File: src/rtl/uart_cmd_pkg.sv
// Shared constants and types for the UART command-frame sequencer.
package uart_cmd_pkg;

    typedef enum logic [2:0] {
        IDLE    = 3'd0,
        CMD     = 3'd1,
        PAYLOAD = 3'd2,
        CHECK   = 3'd3,
        COMMIT  = 3'd4,
        ISSUE   = 3'd5
    } seq_state_e;

    localparam logic [7:0] SYNC_BYTE = 8'hA5;
    localparam logic [7:0] CMD_MUL   = 8'h01;
    localparam logic [7:0] CMD_BAUD  = 8'h02;

    localparam logic [1:0] ERR_NONE    = 2'b00;
    localparam logic [1:0] ERR_BAD_CMD = 2'b01;
    localparam logic [1:0] ERR_CHKSUM  = 2'b10;
    localparam logic [1:0] ERR_TIMEOUT = 2'b11;

endpackage

File: src/rtl/uart_byte_strobe.sv
// Turns the receiver's rx_valid level into a single-cycle byte event.
module uart_byte_strobe (
    input  logic uart_clock,
    input  logic uart_reset,
    input  logic rx_valid,
    output logic byte_evt
);

    logic rx_valid_q;

    always_ff @(posedge uart_clock) begin
        if (uart_reset) rx_valid_q <= 1'b0;
        else            rx_valid_q <= rx_valid;
    end

    assign byte_evt = rx_valid & ~rx_valid_q;

endmodule

File: src/rtl/uart_cmd_sequencer.sv
// Frames UART bytes into MUL/BAUD commands; optional CHK byte under UART_CMD_CHECKSUM_EN.
//
// state   | meaning
// IDLE    | hunting for SYNC_BYTE, other bytes ignored
// CMD     | expecting command byte
// PAYLOAD | shifting payload bytes into the buffer
// CHECK   | expecting XOR checksum (checksum builds only)
// COMMIT  | one cycle: load operands or freq_control
// ISSUE   | op_valid high until op_ready
module uart_cmd_sequencer
    import uart_cmd_pkg::*;
#(
    parameter int          OPERAND_W      = 8,
    parameter logic [23:0] TIMEOUT_CYCLES = 24'd100000
) (
    input  logic                 uart_clock,
    input  logic                 uart_reset,
    input  logic [7:0]           rx_data,
    input  logic                 rx_valid,
    output logic [OPERAND_W-1:0] op_a,
    output logic [OPERAND_W-1:0] op_b,
    output logic                 op_valid,
    input  logic                 op_ready,
    output logic [1:0]           freq_control,
    output logic                 busy,
    output logic                 frame_err,
    output logic [1:0]           err_code,
    input  logic                 clr_err
);

    localparam int          OPB      = OPERAND_W / 8;
    localparam int          BUF_W    = 2 * OPERAND_W;
    localparam logic [3:0]  PL_MUL   = 4'(2 * OPB);
    localparam logic [23:0] TMO_LOAD = TIMEOUT_CYCLES - 24'd1;

    localparam logic [2:0] ST_IDLE    = IDLE;
    localparam logic [2:0] ST_CMD     = CMD;
    localparam logic [2:0] ST_PAYLOAD = PAYLOAD;
`ifdef UART_CMD_CHECKSUM_EN
    localparam logic [2:0] ST_CHECK   = CHECK;
`endif
    localparam logic [2:0] ST_COMMIT  = COMMIT;
    localparam logic [2:0] ST_ISSUE   = ISSUE;

    logic             byte_evt;
    logic [2:0]       state, state_nx;
    logic [7:0]       cmd_q;
    logic [3:0]       pl_cnt;
    logic [BUF_W-1:0] pl_buf;
    logic [23:0]      timer;
    logic             in_frame, tmo;
    logic             err_set;
    logic [1:0]       err_val;
`ifdef UART_CMD_CHECKSUM_EN
    logic [7:0]       chk_acc;
`endif

    uart_byte_strobe u_strobe (
        .uart_clock (uart_clock),
        .uart_reset (uart_reset),
        .rx_valid   (rx_valid),
        .byte_evt   (byte_evt)
    );

`ifdef UART_CMD_CHECKSUM_EN
    assign in_frame = (state == ST_CMD) || (state == ST_PAYLOAD) || (state == ST_CHECK);
`else
    assign in_frame = (state == ST_CMD) || (state == ST_PAYLOAD);
`endif
    // Timer is reloaded on every byte event, so it only expires after a silent gap.
    assign tmo = in_frame && !byte_evt && (timer == 24'd0);

    always_comb begin
        state_nx = state;
        err_set  = 1'b0;
        err_val  = ERR_NONE;
        if (tmo) begin
            state_nx = ST_IDLE;
            err_set  = 1'b1;
            err_val  = ERR_TIMEOUT;
        end else begin
            case (state)
                ST_IDLE:
                    if (byte_evt && rx_data == SYNC_BYTE) state_nx = ST_CMD;
                ST_CMD:
                    if (byte_evt) begin
                        if (rx_data == CMD_MUL || rx_data == CMD_BAUD) begin
                            state_nx = ST_PAYLOAD;
                        end else begin
                            state_nx = ST_IDLE;
                            err_set  = 1'b1;
                            err_val  = ERR_BAD_CMD;
                        end
                    end
                ST_PAYLOAD:
                    if (byte_evt && pl_cnt == 4'd1) begin
`ifdef UART_CMD_CHECKSUM_EN
                        state_nx = ST_CHECK;
`else
                        state_nx = ST_COMMIT;
`endif
                    end
`ifdef UART_CMD_CHECKSUM_EN
                ST_CHECK:
                    if (byte_evt) begin
                        if (rx_data == chk_acc) begin
                            state_nx = ST_COMMIT;
                        end else begin
                            state_nx = ST_IDLE;
                            err_set  = 1'b1;
                            err_val  = ERR_CHKSUM;
                        end
                    end
`endif
                ST_COMMIT:
                    state_nx = (cmd_q == CMD_MUL) ? ST_ISSUE : ST_IDLE;
                ST_ISSUE:
                    if (op_ready) state_nx = ST_IDLE;
                default:
                    state_nx = ST_IDLE;
            endcase
        end
    end

    always_ff @(posedge uart_clock) begin
        if (uart_reset) begin
            state        <= ST_IDLE;
            cmd_q        <= 8'h00;
            pl_cnt       <= 4'd0;
            pl_buf       <= '0;
            timer        <= 24'd0;
            op_a         <= '0;
            op_b         <= '0;
            op_valid     <= 1'b0;
            freq_control <= 2'b00;
            busy         <= 1'b0;
            frame_err    <= 1'b0;
            err_code     <= ERR_NONE;
`ifdef UART_CMD_CHECKSUM_EN
            chk_acc      <= 8'h00;
`endif
        end else begin
            state    <= state_nx;
            op_valid <= (state_nx == ST_ISSUE);
            busy     <= (state_nx != ST_IDLE);

            if (byte_evt)            timer <= TMO_LOAD;
            else if (timer != 24'd0) timer <= timer - 24'd1;

            if (state == ST_CMD && byte_evt) begin
                cmd_q  <= rx_data;
                pl_cnt <= (rx_data == CMD_MUL) ? PL_MUL : 4'd1;
`ifdef UART_CMD_CHECKSUM_EN
                chk_acc <= rx_data;
`endif
            end

            if (state == ST_PAYLOAD && byte_evt && !tmo) begin
                pl_buf <= {pl_buf[BUF_W-9:0], rx_data};
                pl_cnt <= pl_cnt - 4'd1;
`ifdef UART_CMD_CHECKSUM_EN
                chk_acc <= chk_acc ^ rx_data;
`endif
            end

            if (state == ST_COMMIT) begin
                if (cmd_q == CMD_MUL) begin
                    op_a <= pl_buf[BUF_W-1 -: OPERAND_W];
                    op_b <= pl_buf[OPERAND_W-1:0];
                end else begin
                    freq_control <= pl_buf[1:0];
                end
            end

            // A new error overrides a simultaneous clear; otherwise the first error wins.
            if (err_set) begin
                frame_err <= 1'b1;
                if (!frame_err || clr_err) err_code <= err_val;
            end else if (clr_err) begin
                frame_err <= 1'b0;
                err_code  <= ERR_NONE;
            end
        end
    end

endmodule
File: config.mk
export PLATFORM = sky130hd
export DESIGN_NAME = uart_cmd_sequencer
export DESIGN_NICKNAME = d
export VERILOG_FILES = /design/src/rtl/uart_cmd_pkg.sv /design/src/rtl/uart_byte_strobe.sv /design/src/rtl/uart_cmd_sequencer.sv
export SDC_FILE = /design/constraint.sdc
export NUM_CORES = 1
export LEC_CHECK = 0
export BUFFER_PORTS_ARGS = -buffer_cell sky130_fd_sc_hd__buf_4
export CAP_MARGIN = 20
export CORE_UTILIZATION = 62
export DETAILED_ROUTE_END_ITERATION = 8
export GPL_TIMING_DRIVEN = 0
export PLACE_DENSITY_LB_ADDON = 0.08
export SETUP_SLACK_MARGIN = 0.05
export SYNTH_ARGS = -nofsm -noshare
export SYNTH_HDL_FRONTEND = slang
export SYNTH_SLANG_ARGS = --single-unit
File: constraint.sdc
create_clock -name uart_clock -period 5.5 [get_ports uart_clock]
set_input_delay 0.825 -clock uart_clock [delete_from_list [all_inputs] [get_ports uart_clock]]
set_output_delay 0.825 -clock uart_clock [all_outputs]
set_load 0.01 [all_outputs]
-- Word-level counts from Yosys, hierarchy flattened
Cells that the tools add are included.
- register bits: 79
- bits of input ports: 13
- output and inout bits: 23
- logic and storage cells: 80
- $add $sub $neg: 2
- eq/ne operators: 11
- multiplexer cells: 26
- bitwise operators: 3
- reduce and logical (&&, ||, !) cells: 24
- operators with widths (operator ; count):
    17-bit 2-to-1 mux ; 2
    24-bit zero test ; 1
    24-bit nonzero test ; 1
    24-bit by 1-bit subtractor with 24-bit output (second input constant) ; 1
    3-bit 2-to-1 mux ; 6
    8-bit by 1-bit equality test with 1-bit output (second input constant) ; 2
    3-bit case mux with 5 select lines ; 1
    2-bit 2-to-1 mux ; 6
    3-bit equality test (second input constant) ; 3
    1-bit 2-to-1 mux ; 9
    8-bit by 2-bit equality test with 1-bit output (second input constant) ; 1
    8-bit equality test (second input constant) ; 1
    4-bit 2-to-1 mux ; 2
    1-bit logical AND ; 7
    2-bit AND reduction ; 3
    2-bit nonzero test ; 3
    4-bit by 1-bit equality test with 1-bit output (second input constant) ; 1
    4-bit by 1-bit subtractor with 4-bit output (second input constant) ; 1
    3-bit by 1-bit equality test with 1-bit output (second input constant) ; 1
    3-bit by 2-bit equality test with 1-bit output (second input constant) ; 1
    1-bit zero test ; 3
    3-bit zero test ; 1
    1-bit logical OR ; 3
    3-bit nonzero test ; 1
    other kinds (4) ; 5

-- Logic depth before layout (Yosys ltp)
Gate-level depths: netlist of run 1.
- depth in word-level cells: 8
- mapped depth: 8
- depth with buffers taken out: 7

-- Cells and area by module
From an unflattened synthesis of run 1, not the netlist that was laid out.
- cell total of the unflattened synthesis: 384
- area total of the unflattened synthesis: 3368.2 um2
- by module, submodules not included (module ; times used ; cells an instance ; area each (um2) ; sequential area each (um2)):
    uart_cmd_sequencer ; 1 ; 381 ; 3320.7 ; 1561.5
    uart_byte_strobe ; 1 ; 3 ; 47.5 ; 20.0

-- Worst setup path before layout of run 1
OpenSTA, ideal clock, no wires.
- path type: input -> register
- start point: in rx_valid
- end point: reg pl_cnt[1]
- setup time: 0.128 ns
- arrival time: 1.820 ns
- data required time: 5.372 ns
- setup slack: 3.553 ns
- stages: 6
- buffers on the path: 2
- cell sequence: nand2b_1 > clkbuf_1 > or3_1 > clkbuf_1 > a32oi_1 > nor2_1
- longest elaborated chain between the ends: 7
- elaborated cells between the ends (all ways): 10
- classes of those cells: mux: 1; bitwise: 1; reduce/logical: 8
- ends and longest elaborated chain (item ; RTL line ; source):
    from (decl) ; uart_cmd_sequencer.sv:19 ; input logic rx_valid,
    1-bit AND * ; uart_byte_strobe.sv:16 ; assign byte_evt = rx_valid & ~rx_valid_q;
    1-bit zero test ; uart_cmd_sequencer.sv:71 ; assign tmo = in_frame && !byte_evt && (timer == 24'd0);
    1-bit logical AND (2 in series) ; uart_cmd_sequencer.sv:71 ;
    1-bit zero test ; uart_cmd_sequencer.sv:158 ; if (state == ST_PAYLOAD && byte_evt && !tmo) begin
    1-bit logical AND ; uart_cmd_sequencer.sv:158 ;
    4-bit 2-to-1 mux or 2-bit nonzero test (tied branches) ; n/a ;
    to (signal assigned) ; uart_cmd_sequencer.sv:152 ; pl_cnt <= (rx_data == CMD_MUL) ? PL_MUL : 4'd1;
    to (signal assigned) ; uart_cmd_sequencer.sv:160 ; pl_cnt <= pl_cnt - 4'd1;
    to (decl) ; uart_cmd_sequencer.sv:48 ; logic [3:0] pl_cnt;
Every way passes the cells marked *; elsewhere a longest branch is shown, timed or not.
A chain may end at the register's enable or synchronous reset.

-- Worst setup path in the final report of run 1
- start point: reg timer[17]
- end point: reg timer[7]
- longest elaborated chain between the ends: 2
- ends and longest elaborated chain (item ; RTL line ; source):
    from (decl) ; uart_cmd_sequencer.sv:50 ; logic [23:0] timer;
    from (signal assigned) ; uart_cmd_sequencer.sv:148 ; else if (timer != 24'd0) timer <= timer - 24'd1;
    24-bit nonzero test ; uart_cmd_sequencer.sv:148 ;
    2-bit nonzero test (no line) ; n/a ;
No other way between the ends.

==> flow_summary.json, run 1 <==
{
  "cts_tree": "done",
  "grt_setup_unrepaired": "false",
  "finalInstanceArea_mm2": 0.00395,
  "yosys.area.top_type_share_pct": 46.4,
  "p_int_w": 0.000867,
  "finalSetupViolCount": 0,
  "required_ns": 5.71,
  "seq_area_frac_synth_pct": 46.4,
  "cts_buffer_depth": 2,
  "crit_arrival_ns": 2.35,
  "synth_cell_types": 49,
  "p_leak_nw": 1.41,
  "tightest_slew_ns": 0.624,
  "synth_top_flop_cell": "dfxtp_1",
  "yosys_warnings": 0,
  "grt_pass1_wl_um": 13400,
  "clockPowerShare_pct": 37.0,
  "hold_class": "reg -> reg",
  "synth.area.top_cells": "dfxtp_1, nand2_1, a21oi_1",
  "power_frac_comb_pct": 11.5,
  "wl_per_cell_um": 14.9,
  "drtIter0Drc": 194,
  "cts_setup_buffers": 0,
  "cts_resized": 0,
  "peakVddDrop_uv": 225,
  "gp_congestion": 0.850,
  "syn_area_mm2": 0.00341,
  "htree_levels": 3,
  "fp.dieW_um": 76.1,
  "end_kind": "flip-flop",
  "drcViolationCount": 0,
  "hold_buffers": 0,
  "ant_nets": 0,
  "fin_skew_ns": 0.00708,
  "hold_viol_final": 0,
  "placed_cell_area_mm2": 0.00375,
  "synth_cells": 414,
  "clk_latency_ns": 0.35,
  "place_hpwl_um": 5630,
  "synth_top_cell_by_area": "dfxtp_1",
  "fmax_ghz": 0.467,
  "row_count": 26,
  "yosysMostFrequentCell": "nand2_1",
  "cts_root_buf": "clkbuf_8",
  "antenna_found_initial": 0,
  "hold_ws_ns": 0.456,
  "drive_gt1_share_pct": 15.6,
  "path_class": "reg -> reg",
  "grt_max_degree": 13,
  "period_minus_slack_ns": 2.14,
  "p_sw_w": 0.000297,
  "power_density_mw_per_mm2": 295,
  "cts_buffers": 9,
  "clock-sinks": 79,
  "cp_max_fo": 10,
  "dieArea_mm2": 0.00580,
  "fin_nets": 476,
  "tns_ns": 0,
  "ys_ff_latch": 79,
  "fin_crit_sh_pct": 38.9,
  "wl_um": 7930,
  "cap_violations": 0,
  "synth_edf_count": 0,
  "synthArstFlopShare_pct": 0,
  "slew_headroom_pct": 57.8,
  "syn2layout_area_growth_pct": 15.8,
  "grt_pass1_vias": 2764,
  "synthTopCellsByCount": "nand2_1, dfxtp_1, a21oi_1",
  "slew_viol_final": 0,
  "grt_usage_pct": 29.3,
  "initial_core_util_pct": 65.5,
  "grt-ovfl-total": 0,
  "io_pins": 36,
  "utilization_pct": 75.8,
  "io_buffers": 34,
  "pwr-share-seq_pct": 51.5,
  "vias": 3094,
  "syn_area_per_cell_um2": 8.23,
  "syn_nets": 431,
  "antenna_cells": 0,
  "core-area_mm2": 0.00520,
  "swShare_pct": 25.5,
  "clk_pin_slew_ns": 0.08,
  "vias_per_cell": 5.80,
  "drtPass1Iterations": 4,
  "die_h_um": 76.1,
  "status": "completed",
  "startpoint_type": "flip-flop"
}
[power groups by stage]
stage          registers, W  logic (W)  clock network, W
2_1_floorplan      0.000609  0.0000967                 0
3_3_place_gp       0.000612   0.000127                 0
3_5_place_dp       0.000613   0.000130                 0
4_1_cts            0.000599   0.000132          0.000435
5_1_grt            0.000602   0.000146          0.000458
6_report           0.000600   0.000134          0.000431
[routing by layer]
| metal | up-vias | wire, µm | track usage, % |
|---|---|---|---|
| li1 | 1511 | - | - |
| met1 | 1469 | 3550 | 39.2 |
| met2 | 102 | 3800 | 46.7 |
| met3 | 12 | 480 | 5.99 |
| met4 | 0 | 98 | 11.5 |
| met5 | - | 0 | 0 |
[logic make-up after synthesis]
family / after synthesis / synth area share, %
flops: 79 / 46.4
buf+inv: 29 / 3.53
xor+xnor: 23 / 5.91
compound gates: 81 / 13.7
simple gates: 194 / 27.7
mux: 4 / 1.25
fa+ha+maj: 4 / 1.47
[worst paths after layout]
check / startpoint / end / slack, ns / cells past startpoint
setup / recovery: timer[17]$_SDFFE_PP0P_ / timer[7]$_SDFFE_PP0P_ / 3.36 / 6
hold reg to reg: pl_buf[13]$_SDFFE_PP0P_ / op_a[5]$_SDFFE_PP0P_ / 0.46 / 2
setup reg to reg: timer[17]$_SDFFE_PP0P_ / timer[7]$_SDFFE_PP0P_ / 3.36 / 6
hold / removal: pl_buf[13]$_SDFFE_PP0P_ / op_a[5]$_SDFFE_PP0P_ / 0.46 / 2
[metrics by stage]
stage | total power, W | instances | setup slack [ns]
finish | 0.00116 | 533 | 3.36
global placement | 0.000739 | 518 | 3.23
floorplan | 0.000706 | 414 | 3.55
global route | 0.00121 | 533 | 3.17
CTS | 0.00117 | 533 | 3.37
detailed placement | 0.000742 | 518 | 3.19
[worst max-delay path: stages (launching register included)]
cell and delay [ns]:
dfxtp_1 0.37, nor4_2 0.48, nand4_1 0.27, clkbuf_1 0.33, o21ai_0 0.29, xor2_1 0.18, a21oi_1 0.08
[state kept, by name, indices dropped and copies added (netlist names)]
| name | count |
|---|---|
| timer | 24 |
| pl_buf | 16 |
| cmd_q | 8 |
| op_a | 8 |
| op_b | 8 |
| pl_cnt | 4 |
| state | 3 |
| err_code | 2 |
| freq_control | 2 |
| busy | 1 |
| frame_err | 1 |
| op_valid | 1 |
| u_strobe.rx_valid_q | 1 |
[cells in the final DEF, fill, tap and decap left out, types with 4 or more instances in the layout]
cell type	count
buf_4	35
xor2_1	12
xnor2_1	11
nand4_1	5
a31oi_1	4
nand2b_1	5
buf_2	6
ha_1	4
nand3_1	8
a21oi_1	57
nor3_1	12
o211ai_1	4
nor2_1	35
inv_1	7
nand2_1	93
clkbuf_1	14
clkbuf_8	11
dfxtp_1	79
o21ai_0	5
nor4_1	6
[final cells by class]
cell class	instances	area, µm²
Multi-Input combinational cell	306	1710
Sequential cell	79	1580
Fill cell	409	1260
Timing Repair Buffer	34	255
Clock buffer	11	151
Buffer	22	93.8
Tap cell	70	87.6
Clock inverter	4	45.0
Inverter	7	26.3
(Power assumes the default switching activity.)
==> inputs of run 2 (changes only) <==
--- a/config.mk
+++ b/config.mk
@@ -7,7 +7,7 @@
 export LEC_CHECK = 0
 export BUFFER_PORTS_ARGS = -buffer_cell sky130_fd_sc_hd__buf_4
 export CAP_MARGIN = 20
-export CORE_UTILIZATION = 62
+export CORE_UTILIZATION = 58
 export DETAILED_ROUTE_END_ITERATION = 8
 export GPL_TIMING_DRIVEN = 0
 export PLACE_DENSITY_LB_ADDON = 0.08
==> constraint.sdc (replaced) <==
create_clock -name uart_clock -period 2.1 [get_ports uart_clock]
set_input_delay 0.315 -clock uart_clock [delete_from_list [all_inputs] [get_ports uart_clock]]
set_output_delay 0.315 -clock uart_clock [all_outputs]
set_load 0.01 [all_outputs]
==> run 2 against run 1 <==
Maximum frequency rose by 7.8%. Utilization down 2.7 points. Clock power grew to 3.3 times the previous value. Combinational power grew to 2.7 times the previous value. Critical path depth down 1. Sequential share of layout area decreased by 1.3 points. Sequential power increased to 2.6 times the previous value. Die area up 6.7%. Routed wire length grew 1.2%. Design area is 3.3% higher. First-iteration DRC count is 7.2% lower. Global-route usage is 1.9 points lower. Largest cell class unchanged.
==> flow_summary.json, run 2 (synthesized netlist as in run 1, its figures left out) <==
{
  "antenna_found_initial": 0,
  "tightest_slew_ns": 0.562,
  "grt_pass1_wl_um": 13200,
  "clock-sinks": 79,
  "io_pins": 36,
  "initial_core_util_pct": 61.1,
  "cts_buffer_depth": 2,
  "crit_end": "busy$_SDFF_PP0_",
  "grt_max_degree": 15,
  "stdcell_count": 538,
  "max_stage_delay_ns": 0.58,
  "regArea_mm2": 0.00158,
  "core-area_mm2": 0.00557,
  "reg.largest.list": "timer (24), pl_buf (16)",
  "ant_nets": 0,
  "slew_headroom_pct": 62.5,
  "cts_root_buf": "clkbuf_8",
  "grt_usage_pct": 27.4,
  "clk_pin_slew_ns": 0.08,
  "hold_viol_final": 0,
  "wl_per_cell_um": 14.9,
  "grt-ovfl-total": 0,
  "p_leak_nw": 1.46,
  "required_ns": 2.31,
  "fin_crit_sh_pct": 94.6,
  "drcViolationCount": 0,
  "worstReg2RegEnd": "busy$_SDFF_PP0_",
  "end_kind": "flip-flop",
  "htree_levels": 3,
  "cp_max_fo": 6,
  "top_register": "timer",
  "cts_tree": "done",
  "crit_arrival_ns": 2.20,
  "drtPass1Iterations": 5,
  "r2r-start": "timer[2]$_SDFFE_PP0P_",
  "clk_latency_ns": 0.35,
  "drtIter0Drc": 180,
  "use_met3_pct": 3.72,
  "dieArea_mm2": 0.00619,
  "antenna_cells": 0,
  "vias_per_cell": 5.83,
  "fillCellCount": 448,
  "reg2reg_slack_ns": 0.11,
  "path_class": "reg -> reg",
  "status": "completed",
  "gp_congestion": 0.909,
  "fp.dieW_um": 78.6,
  "wl_um": 8020,
  "fin_nets": 478,
  "fin_skew_ns": 0.0115,
  "power_density_mw_per_mm2": 820,
  "row_count": 27,
  "grt_setup_unrepaired": "true",
  "place_inst": 520,
  "startpoint_type": "flip-flop",
  "most-common-layout-cells": "nand2_1, dfxtp_1, a21oi_1, buf_4, nor2_1",
  "syn2layout_area_growth_pct": 19.7,
  "slew_viol_final": 0,
  "path_cells": "or4_4, or3_4, o31ai_1, a221o_2, a31oi_1",
  "grt_util_met2_pct": 42.8,
  "grtUsageMet1_pct": 38.2,
  "holdPathStages": 2,
  "reg2reg_depth": 5,
  "place_hpwl_um": 5430,
  "io_buffers": 34,
  "tns_ns": 0,
  "peakVddDrop_uv": 453,
  "crit_slowest_cell": "or4_4",
  "hold_class": "in -> reg",
  "drive_gt1_share_pct": 18.7,
  "vias": 3134,
  "grt_pass1_vias": 2785,
  "final_common_cell": "nand2_1",
  "multi_input_area_mm2": 0.00175,
  "crit_path_start": "timer[2]$_SDFFE_PP0P_",
  "die_h_um": 78.6,
  "cap_violations": 0,
  "largest_reg_flops": 24,
  "period_minus_slack_ns": 1.99,
  "cts_buffers": 9,
  "busiest_layer": "met2",
  "fmax_ghz": 0.504,
  "finalSetupViolCount": 0
}
[run 2: worst max-delay path, delay by kind of cell, from the launching register on]
family,cells,cell delay [ns]
simple gates,2,0.94
flops,1,0.37
compound gates,3,0.54
[run 2: area by class of cell]
type | count | share of cell area (%)
Buffer | 22 | 2.49
Clock buffer | 10 | 3.38
Clock inverter | 6 | 2.82
Inverter | 7 | 0.644
Multi-Input combinational cell | 306 | 43.0
Sequential cell | 79 | 38.8
Tap cell | 72 | 2.21
Timing Repair Buffer | 36 | 6.63
[run 2: power by group]
group	leakage (nW)	internal (W)	switching (W)
sequential	0.640	0.00153	0.0000462
clock	0.124	0.000831	0.000575
combinational	0.696	0.000151	0.000210
[run 2: worst min path at each step]
stage / start / to
finish: clr_err / err_code[0]$_SDFFE_PP0P_
global route: clr_err / err_code[0]$_SDFFE_PP0P_
CTS: clr_err / err_code[0]$_SDFFE_PP0P_
detailed placement: pl_buf[11]$_SDFFE_PP0P_ / op_a[3]$_SDFFE_PP0P_
global placement: pl_buf[11]$_SDFFE_PP0P_ / op_a[3]$_SDFFE_PP0P_
floorplan: cmd_q[0]$_SDFFE_PP0P_ / cmd_q[0]$_SDFFE_PP0P_
[run 2: metrics by stage]
step	area, µm²	worst slack, ns	hold slack [ns]	power (W)	util (%)
finish	4080	0.114	0.198	0.00334	73.2
floorplan	3410	0.283	0.432	0.00185	-
global route	4080	0.0231	0.220	0.00345	73.2
global placement	3750	0.0459	0.442	0.00194	67.3
detailed placement	3750	0.0197	0.444	0.00194	67.3
CTS	4030	0.0565	0.190	0.00333	72.3
[run 2: what timing repair did]
action / CTS / global route
resized for setup: 3 / 16
endpoints found under the setup margin: 10 / 28
pin swaps: 1 / 0
cloned: 0 / 0
setup buffers: 2 / 0
hold buffers: 0 / 0
[run 2: routing by layer]
layer  share of wire, %  wire length [µm]  vias up
met5                  0                 0        -
met4                1.6               126        0
met3                4.9               393       16
met2                 45              3640      114
met1                 48              3860     1490
li1                   -                 -     1514
